### config.mk
export PLATFORM = sky130hd
export DESIGN_NAME = pc_sequencer
export DESIGN_NICKNAME = d
export VERILOG_FILES = /design/src/rtl/pc_seq_pkg.sv /design/src/rtl/pc_ret_stack.sv /design/src/rtl/pc_sequencer.sv
export SDC_FILE = /design/constraint.sdc
export NUM_CORES = 1
export LEC_CHECK = 0
export BUFFER_PORTS_ARGS = -buffer_cell sky130_fd_sc_hd__buf_2
export CAP_MARGIN = 20
export CORE_MARGIN = 3
export CORE_UTILIZATION = 50
export DETAILED_ROUTE_END_ITERATION = 12
export PLACE_DENSITY = 0.76
export SYNTH_ARGS = -nofsm -noshare
export SYNTH_HDL_FRONTEND = slang
export SYNTH_SLANG_ARGS = --single-unit
### constraint.sdc
create_clock -name seq_clk -period 2.8 [get_ports seq_clk]
set_input_delay 0.14 -clock seq_clk [delete_from_list [all_inputs] [get_ports seq_clk]]
set_output_delay 0.14 -clock seq_clk [all_outputs]
set_load 0.005 [all_outputs]
### src/rtl/pc_seq_pkg.sv
// Shared types for the PC fetch/execute sequencer: FSM states and PC-update kinds.
package pc_seq_pkg;

    typedef enum logic [2:0] {
        S_IDLE,
        S_RDPC,
        S_WAIT,
        S_LOAD,
        S_EXEC,
        S_UPD,
        S_HALT
    } seq_state_e;

    typedef enum logic [2:0] {
        UPD_NONE,
        UPD_JMP,
        UPD_BR,
        UPD_CALL,
        UPD_RET
    } upd_kind_e;

    // Priority among PC-changing decodes; halt is resolved by the caller.
    function automatic upd_kind_e decode_kind(input logic ret,
                                              input logic call,
                                              input logic jmp,
                                              input logic br);
        upd_kind_e k;
        k = UPD_NONE;
        if (ret)       k = UPD_RET;
        else if (call) k = UPD_CALL;
        else if (jmp)  k = UPD_JMP;
        else if (br)   k = UPD_BR;
        return k;
    endfunction

endpackage

### src/rtl/pc_ret_stack.sv
// Return-address LIFO; push when full and pop when empty are dropped (caller flags the error).
module pc_ret_stack #(
    parameter int unsigned AW    = 16,
    parameter int unsigned DEPTH = 4
) (
    input  logic          clk_i,
    input  logic          rst_i,
    input  logic          push_i,
    input  logic          pop_i,
    input  logic [AW-1:0] data_i,
    output logic [AW-1:0] top_o,
    output logic          full_o,
    output logic          empty_o
);
    localparam int unsigned PW = $clog2(DEPTH);
    localparam int unsigned CW = PW + 1;

    logic [AW-1:0] mem_q [DEPTH];
    logic [CW-1:0] cnt_q;
    logic [PW-1:0] top_idx;

    assign top_idx = PW'(cnt_q - CW'(1));
    assign top_o   = mem_q[top_idx];
    assign full_o  = (cnt_q == CW'(DEPTH));
    assign empty_o = (cnt_q == '0);

    always_ff @(posedge clk_i or posedge rst_i) begin
        if (rst_i) begin
            cnt_q <= '0;
            mem_q <= '{default: '0};
        end else if (push_i && !full_o) begin
            mem_q[PW'(cnt_q)] <= data_i;
            cnt_q             <= cnt_q + CW'(1);
        end else if (pop_i && !empty_o) begin
            cnt_q <= cnt_q - CW'(1);
        end
    end

endmodule

### src/rtl/pc_sequencer.sv
// Instruction-cycle sequencer driving the program counter's control pins:
// RDPC -> WAIT (fetch) -> LOAD (IR) -> EXEC (decode) -> UPD (PC write/count).
module pc_sequencer
    import pc_seq_pkg::*;
#(
    parameter int unsigned AW          = 16,
    parameter int unsigned STACK_DEPTH = 4
) (
    input  logic          seq_clk,
    input  logic          seq_rst,
    input  logic          seq_run,
    input  logic          mem_ack,
    input  logic          dec_jmp,
    input  logic          dec_br,
    input  logic          dec_call,
    input  logic          dec_ret,
    input  logic          dec_halt,
    input  logic [AW-1:0] bus_target,
    input  logic [AW-1:0] ir_target,
    input  logic [AW-1:0] pc_value,
    output logic          pc_count,
    output logic          pc_dir,
    output logic          pc_wr_en,
    output logic          pc_rd_en,
    output logic [AW-1:0] pc_load_val,
    output logic          mem_req,
    output logic          ir_load,
    output logic          seq_halted,
    output logic          stk_err
);
    seq_state_e    state_q;
    upd_kind_e     kind_c;
    logic          exec_c, push_c, pop_c;
    logic          stk_full, stk_empty;
    logic [AW-1:0] stk_top, ret_addr_c;

    logic          pc_count_q, pc_wr_en_q, pc_rd_en_q;
    logic          mem_req_q, ir_load_q, seq_halted_q, stk_err_q;
    logic [AW-1:0] pc_load_val_q;

    assign kind_c     = decode_kind(dec_ret, dec_call, dec_jmp, dec_br);
    assign exec_c     = (state_q == S_EXEC) && !dec_halt;
    assign push_c     = exec_c && (kind_c == UPD_CALL);
    assign pop_c      = exec_c && (kind_c == UPD_RET);
    assign ret_addr_c = pc_value + AW'(1);

    pc_ret_stack #(
        .AW    (AW),
        .DEPTH (STACK_DEPTH)
    ) u_stack (
        .clk_i   (seq_clk),
        .rst_i   (seq_rst),
        .push_i  (push_c),
        .pop_i   (pop_c),
        .data_i  (ret_addr_c),
        .top_o   (stk_top),
        .full_o  (stk_full),
        .empty_o (stk_empty)
    );

    // Outputs are set on the edge entering the state they belong to.
    always_ff @(posedge seq_clk or posedge seq_rst) begin
        if (seq_rst) begin
            state_q       <= S_IDLE;
            pc_count_q    <= 1'b0;
            pc_wr_en_q    <= 1'b0;
            pc_rd_en_q    <= 1'b0;
            pc_load_val_q <= '0;
            mem_req_q     <= 1'b0;
            ir_load_q     <= 1'b0;
            seq_halted_q  <= 1'b0;
            stk_err_q     <= 1'b0;
        end else begin
            pc_count_q <= 1'b0;
            pc_wr_en_q <= 1'b0;
            pc_rd_en_q <= 1'b0;
            ir_load_q  <= 1'b0;
            case (state_q)
                S_IDLE: begin
                    if (seq_run) begin
                        state_q    <= S_RDPC;
                        pc_rd_en_q <= 1'b1;
                    end
                end
                S_RDPC: begin
                    state_q   <= S_WAIT;
                    mem_req_q <= 1'b1;
                end
                S_WAIT: begin
                    if (mem_ack) begin
                        state_q   <= S_LOAD;
                        mem_req_q <= 1'b0;
                        ir_load_q <= 1'b1;
                    end
                end
                S_LOAD: state_q <= S_EXEC;
                S_EXEC: begin
                    if (dec_halt) begin
                        state_q      <= S_HALT;
                        seq_halted_q <= 1'b1;
                    end else begin
                        state_q <= S_UPD;
                        case (kind_c)
                            UPD_RET: begin
                                if (stk_empty) begin
                                    pc_count_q <= 1'b1;
                                    stk_err_q  <= 1'b1;
                                end else begin
                                    pc_wr_en_q    <= 1'b1;
                                    pc_load_val_q <= stk_top;
                                end
                            end
                            UPD_CALL: begin
                                if (stk_full) stk_err_q <= 1'b1;
                                pc_wr_en_q    <= 1'b1;
                                pc_load_val_q <= ir_target;
                            end
                            UPD_JMP: begin
                                pc_wr_en_q    <= 1'b1;
                                pc_load_val_q <= bus_target;
                            end
                            UPD_BR: begin
                                pc_wr_en_q    <= 1'b1;
                                pc_load_val_q <= ir_target;
                            end
                            default: pc_count_q <= 1'b1;
                        endcase
                    end
                end
                S_UPD: begin
                    if (seq_run) begin
                        state_q    <= S_RDPC;
                        pc_rd_en_q <= 1'b1;
                    end else begin
                        state_q <= S_IDLE;
                    end
                end
                S_HALT: state_q <= S_HALT;
                default: state_q <= S_IDLE;
            endcase
        end
    end

    assign pc_count    = pc_count_q;
    assign pc_dir      = 1'b0;
    assign pc_wr_en    = pc_wr_en_q;
    assign pc_rd_en    = pc_rd_en_q;
    assign pc_load_val = pc_load_val_q;
    assign mem_req     = mem_req_q;
    assign ir_load     = ir_load_q;
    assign seq_halted  = seq_halted_q;
    assign stk_err     = stk_err_q;

endmodule
* Word level (Yosys, flattened, before mapping)
Cells that the tools add are included.
Word-level totals: register bits 93, input bits 57, output and inout bits 24, word-level logic and storage cells 98
Operators by class: add/subtract/negate cells 3, magnitude comparators 3, eq/ne operators 16, muxes and demuxes 36, bitwise operators 3, reduce and logical (&&, ||, !) cells 23
Operators with widths (count):
- 64-bit bitwise mux | 1
- 16-bit 2-to-1 mux | 4
- 16-bit case mux with 3 select lines | 1
- 16-bit binary-select mux with 2-bit select | 1
- 16-bit demux with 2-bit select | 1
- 3-bit case mux with 7 select lines | 1
- 16-bit by 1-bit adder with 16-bit output (second input constant) | 1
- 3-bit equality test (second input constant) | 5
- 3-bit 2-to-1 mux | 5
- 1-bit 2-to-1 mux | 14
- 3-bit by 2-bit equality test with 1-bit output (second input constant) | 4
- 2-bit 2-to-1 mux | 4
- 1-bit case mux with 2 select lines | 4
- 3-bit by 1-bit equality test with 1-bit output (second input constant) | 2
- 3-bit >= comparator (second input constant) | 2
- 1-bit logical AND | 6
- 3-bit zero test | 2
- 2-bit != test (second input constant) | 3
- 2-bit inverter with 3-bit output | 2
- 2-bit AND reduction | 3
- 2-bit nonzero test | 3
- 5-bit AND reduction | 1
- 2-bit by 1-bit != test with 1-bit output (second input constant) | 2
- 4-bit AND reduction | 1
- 8 further kinds | 11

* Longest topological paths before layout
depth in word-level cells 9, depth in mapped cells 9, depth with buffers taken out 6

* Modules after synthesis
Synthesis repeated with hierarchy kept, for this count alone.
Second synthesis, totals: cells, all modules 361, area total of the unflattened synthesis 4987.3 um^2
Modules (own cells, without submodules):
- pc_ret_stack | times used 1, cells each 184, area each 3224.3 um^2
- pc_sequencer | times used 1, cells each 177, area each 1762.9 um^2

* Worst setup path before layout
OpenSTA, ideal clock, no wires.
path type flip-flop to flip-flop, start reg u_stack.cnt_q[0], end reg pc_load_val_q[0], in the netlist pc_load_val[0], library setup time 130 ps, arrival 2650 ps, slack 20 ps, cell stages (with the launch flop) 10, path buffers 4, period minus slack after synthesis 2780 ps, path through dfrtp_1 -> clkbuf_1 -> buf_1 -> inv_1 -> ha_1 -> buf_2 -> buf_2 -> mux4_2 -> nand2_1 -> a31oi_1
On the way: word-level cells in the longest chain between the ends 7
RTL lines:
- from (decl) | line pc_ret_stack.sv:19 | logic [CW-1:0] cnt_q;
- from (signal assigned) | line pc_ret_stack.sv:33 | cnt_q <= cnt_q + CW'(1);
- from (signal assigned) | line pc_ret_stack.sv:35 | cnt_q <= cnt_q - CW'(1);
- 3-bit by 1-bit subtractor with 3-bit output
- named net u_stack.top_idx[0] | line pc_ret_stack.sv:20 | logic [PW-1:0] top_idx;
- 2-bit inverter with 3-bit output (implied by the code) | line pc_ret_stack.sv:23 | assign top_o = mem_q[top_idx];
- 16-bit binary-select mux with 2-bit select | line pc_ret_stack.sv:23
- 16-bit 2-to-1 mux (implied by the code) (2 in a row) | line pc_ret_stack.sv:23
- 16-bit 2-to-1 mux | line pc_sequencer.sv:105 | if (stk_empty) begin
- 16-bit case mux with 3 select lines | line pc_sequencer.sv:103 | case (kind_c)
- to (signal assigned) | line pc_sequencer.sv:110 | pc_load_val_q <= stk_top;
- to (signal assigned) | line pc_sequencer.sv:116 | pc_load_val_q <= ir_target;
- to (signal assigned) | line pc_sequencer.sv:120 | pc_load_val_q <= bus_target;
- to (decl) | line pc_sequencer.sv:39 | logic [AW-1:0] pc_load_val_q;
The timed path passes the listed nets, and every way through them passes these cells. The select of a mux whose other input is x is not followed. A chain may end at the register's enable or synchronous reset.

* Worst setup path in the final report
start reg state_q[1], end reg u_stack.mem_q[44] (netlist name)
On the way: word-level cells in the longest chain between the ends 4
RTL lines:
- from (decl) | line pc_sequencer.sv:31 | seq_state_e state_q;
- from (signal assigned) | line pc_sequencer.sv:64 | state_q <= S_IDLE;
- from (signal assigned) | line pc_sequencer.sv:81 | state_q <= S_RDPC;
- from (signal assigned) | line pc_sequencer.sv:86 | state_q <= S_WAIT;
- 3-bit equality test | line pc_sequencer.sv:42 | assign exec_c = (state_q == S_EXEC) && !dec_halt;
- 1-bit logical AND | line pc_sequencer.sv:42
- 1-bit logical AND | line pc_sequencer.sv:43 | assign push_c = exec_c && (kind_c == UPD_CALL);
- 1-bit logical AND | line pc_ret_stack.sv:31 | end else if (push_i && !full_o) begin
- to (signal, indexed assignment) | line pc_ret_stack.sv:32 | mem_q[PW'(cnt_q)] <= data_i;
- to (decl) | line pc_ret_stack.sv:18 | logic [AW-1:0] mem_q [DEPTH];
Every way passes these cells.

==> results.json <==
{
  "antenna-diode-count": 0,
  "internal_power_mw": 2.91,
  "numPortBuffers": 79,
  "netlist.top_cell.by_area": "dfrtp_1",
  "clkLatencyLatePin_ps": 360,
  "max_slew_margin": 0.363,
  "p_clk_frac": 0.215,
  "tightest_slew_ps": 951,
  "rows": 33,
  "skew_ps": 14.4,
  "power_leakage_nw": 2.32,
  "first_global_vias": 3285,
  "cts_tree": "built",
  "power_frac_seq": 0.460,
  "final_area_um2": 5140,
  "cts_buffers": 9,
  "h-tree-depth": 3,
  "syn-mean-instance-area_um2": 10.3,
  "drt_wl_total_mm": 9.83,
  "cts_resized": 0,
  "slowest_stage": "nor4b_2",
  "post-route-period-util": 0.735,
  "viasPerCell": 5.68,
  "hpwl_mm": 7.16,
  "switchingPower_mw": 1.42,
  "fin_worst_hold_slack_ps": 34.8,
  "synth_area_um2": 4410,
  "synth_seq_cells": 93,
  "rsz0062_at_grt": "no",
  "final_hold_viol_count": 0,
  "antenna_left": 0,
  "final-setup-viol-count": 0,
  "worst-path-max-fanout": 17,
  "synth.net_count": 490,
  "fin_cells": 613,
  "crit_chain": "nor4b_2 > nand4_1 > buf_4 > nand2_1 > o21ai_0",
  "vias": 3481,
  "cp-start-kind": "flop",
  "p_per_area_nw_per_um2": 843,
  "finalMaxSlewViolations": 0,
  "clockBufferDepth": 2,
  "grt_pass1_wl_mm": 16.4,
  "cts-root-buf": "clkbuf_8",
  "critical_path_required_ps": 3020,
  "dp_cells": 596,
  "max_cap_viol_count": 0,
  "status": "finished, final reports clean",
  "synthFlopType": "dfrtp_1",
  "yosysWarnings": 0,
  "timing.fmax_ghz": 0.486,
  "seq_area_frac_synth": 0.528,
  "hold_path.class": "primary input to flop",
  "grt_max_degree": 57,
  "wl_per_cell_um": 16.0,
  "drive_gt1_frac": 0.266,
  "pin_count": 81,
  "slowest_delay_ps": 570,
  "syn_inst": 427,
  "postCtsSetupBuffers": 0,
  "end_kind": "flop",
  "gr-total-overflow": 0,
  "fin_nets": 566,
  "yosysMostFrequentCell": "dfrtp_1",
  "cp.arrival_ps": 2280,
  "switching_share": 0.328,
  "drc": 0,
  "placed_cell_area_um2": 4920,
  "critical_path_class": "flop to flop",
  "peakVddDrop_uv": 315,
  "area_delta_synth_final_pct": 16.5,
  "grt_use_total": 0.208,
  "start_util": 0.526,
  "die_w_um": 99.9,
  "core_area_um2": 8380,
  "die_area_um2": 9990,
  "clk_pin_slew_ps": 80,
  "antenna_found_initial": 0,
  "ys_async_sr_fraction": 1.00,
  "drtPass1Iterations": 5,
  "yosys-top-cells-count": "dfrtp_1, nand2_1, o21ai_0, nor2_1",
  "die_h_um": 99.9,
  "cts_sinks": 93,
  "combPwrFrac": 0.325,
  "yosysUniqueCellTypes": 39,
  "synth_edf_count": 0,
  "synth_area_leaders": "dfrtp_1, mux4_2, nand2_1",
  "synth_top_area_frac": 0.528,
  "fin_crit_ps": 2060,
  "drt_first_iter_violations": 196,
  "fin_tns_setup_ps": 0,
  "gp_congestion": 0.796
}
area by class of cell:
class                      count  area [um^2]
sequential                    93         2330
fill                         707         3240
tap                          105          131
timing repair buffer          92          508
clock inverter                 5         58.8
clock buffer                  11          151
multi-input combinational    300         1940
inverter                       7         27.5
placed cells by master, fill, tap and decap left out, types with 13 or more instances in the layout:
| cell type | n |
|---|---|
| nor2_1 | 23 |
| buf_2 | 79 |
| a31oi_1 | 17 |
| a22oi_1 | 16 |
| xnor2_1 | 13 |
| dfrtp_1 | 93 |
| o21ai_0 | 58 |
| nand2_1 | 87 |
| mux4_2 | 16 |
kinds of logic (layout without fill, tap and decap cells):
family / after synthesis / in the layout / synth area share
and+or+nand+nor: 146 / 146 / 0.145
AOI/OAI and AO/OA: 109 / 109 / 0.146
DFF: 93 / 93 / 0.528
buffers and inverters: 34 / 115 / 0.0349
muxes: 22 / 22 / 0.0967
xor gates and xnor gates: 16 / 16 / 0.0318
adders and majority gates: 6 / 6 / 0.0170
other: 1 / 1 / 0.000850
power groups by stage:
stage / clock [mW] / combinational (mW) / sequential [mW]
final: 0.930 / 1.41 / 1.99
after global placement: 0 / 1.37 / 2.00
after floorplan: 0 / 0.981 / 1.97
after global routing: 0.995 / 1.58 / 2.05
after detailed placement: 0 / 1.42 / 2.02
after CTS: 0.941 / 1.42 / 1.99
layer usage:
metal,global-route usage,share of wire
met5,0,0
met4,0.0693,0.0093
met3,0.0313,0.074
met2,0.320,0.46
met1,0.307,0.46
path summary, 6_finish.rpt:
path / endpoint / depth (start not counted) / startpoint / slack, ps
max: u_stack.mem_q[44] / 5 / state_q[1] / 740
min: ir_load / 3 / mem_ack / 30
max reg2reg: u_stack.mem_q[44] / 5 / state_q[1] / 740
min reg2reg: stk_err / 1 / stk_err / 480
max in group asynchronous: u_stack.mem_q[17] / 4 / seq_rst / 1680
min in group asynchronous: stk_err / 3 / seq_rst / 400
flip-flops by register name, summed over array words and instances (netlist names):
| name | count |
|---|---|
| u_stack.mem_q | 64 |
| pc_load_val | 16 |
| state_q | 3 |
| u_stack.cnt_q | 3 |
| ir_load | 1 |
| mem_req | 1 |
| pc_count | 1 |
| pc_rd_en | 1 |
| pc_wr_en | 1 |
| seq_halted | 1 |
| stk_err | 1 |
metrics by stage:
step	util	total power, mW	worst slack (ps)
3_5_place_dp	0.587	3.43	795
5_1_grt	0.613	4.63	584
2_1_floorplan	-	2.95	19.9
6_report	0.613	4.33	742
4_1_cts	0.613	4.36	781
3_3_place_gp	0.587	3.37	847
repair_timing:
item | CTS | global route
setup endpoints to repair | 0 | 0
endpoints found under the hold margin | 37 | 0
hold buffers | 1 | 0
worst max-delay path: cells and delay by family (launching register included):
kind            cells  cell delay [ps]
compound gates      1               80
buf+inv             1              320
flops               1              470
simple gates        3             1050
No activity file was read; power rests on OpenSTA's default activity.
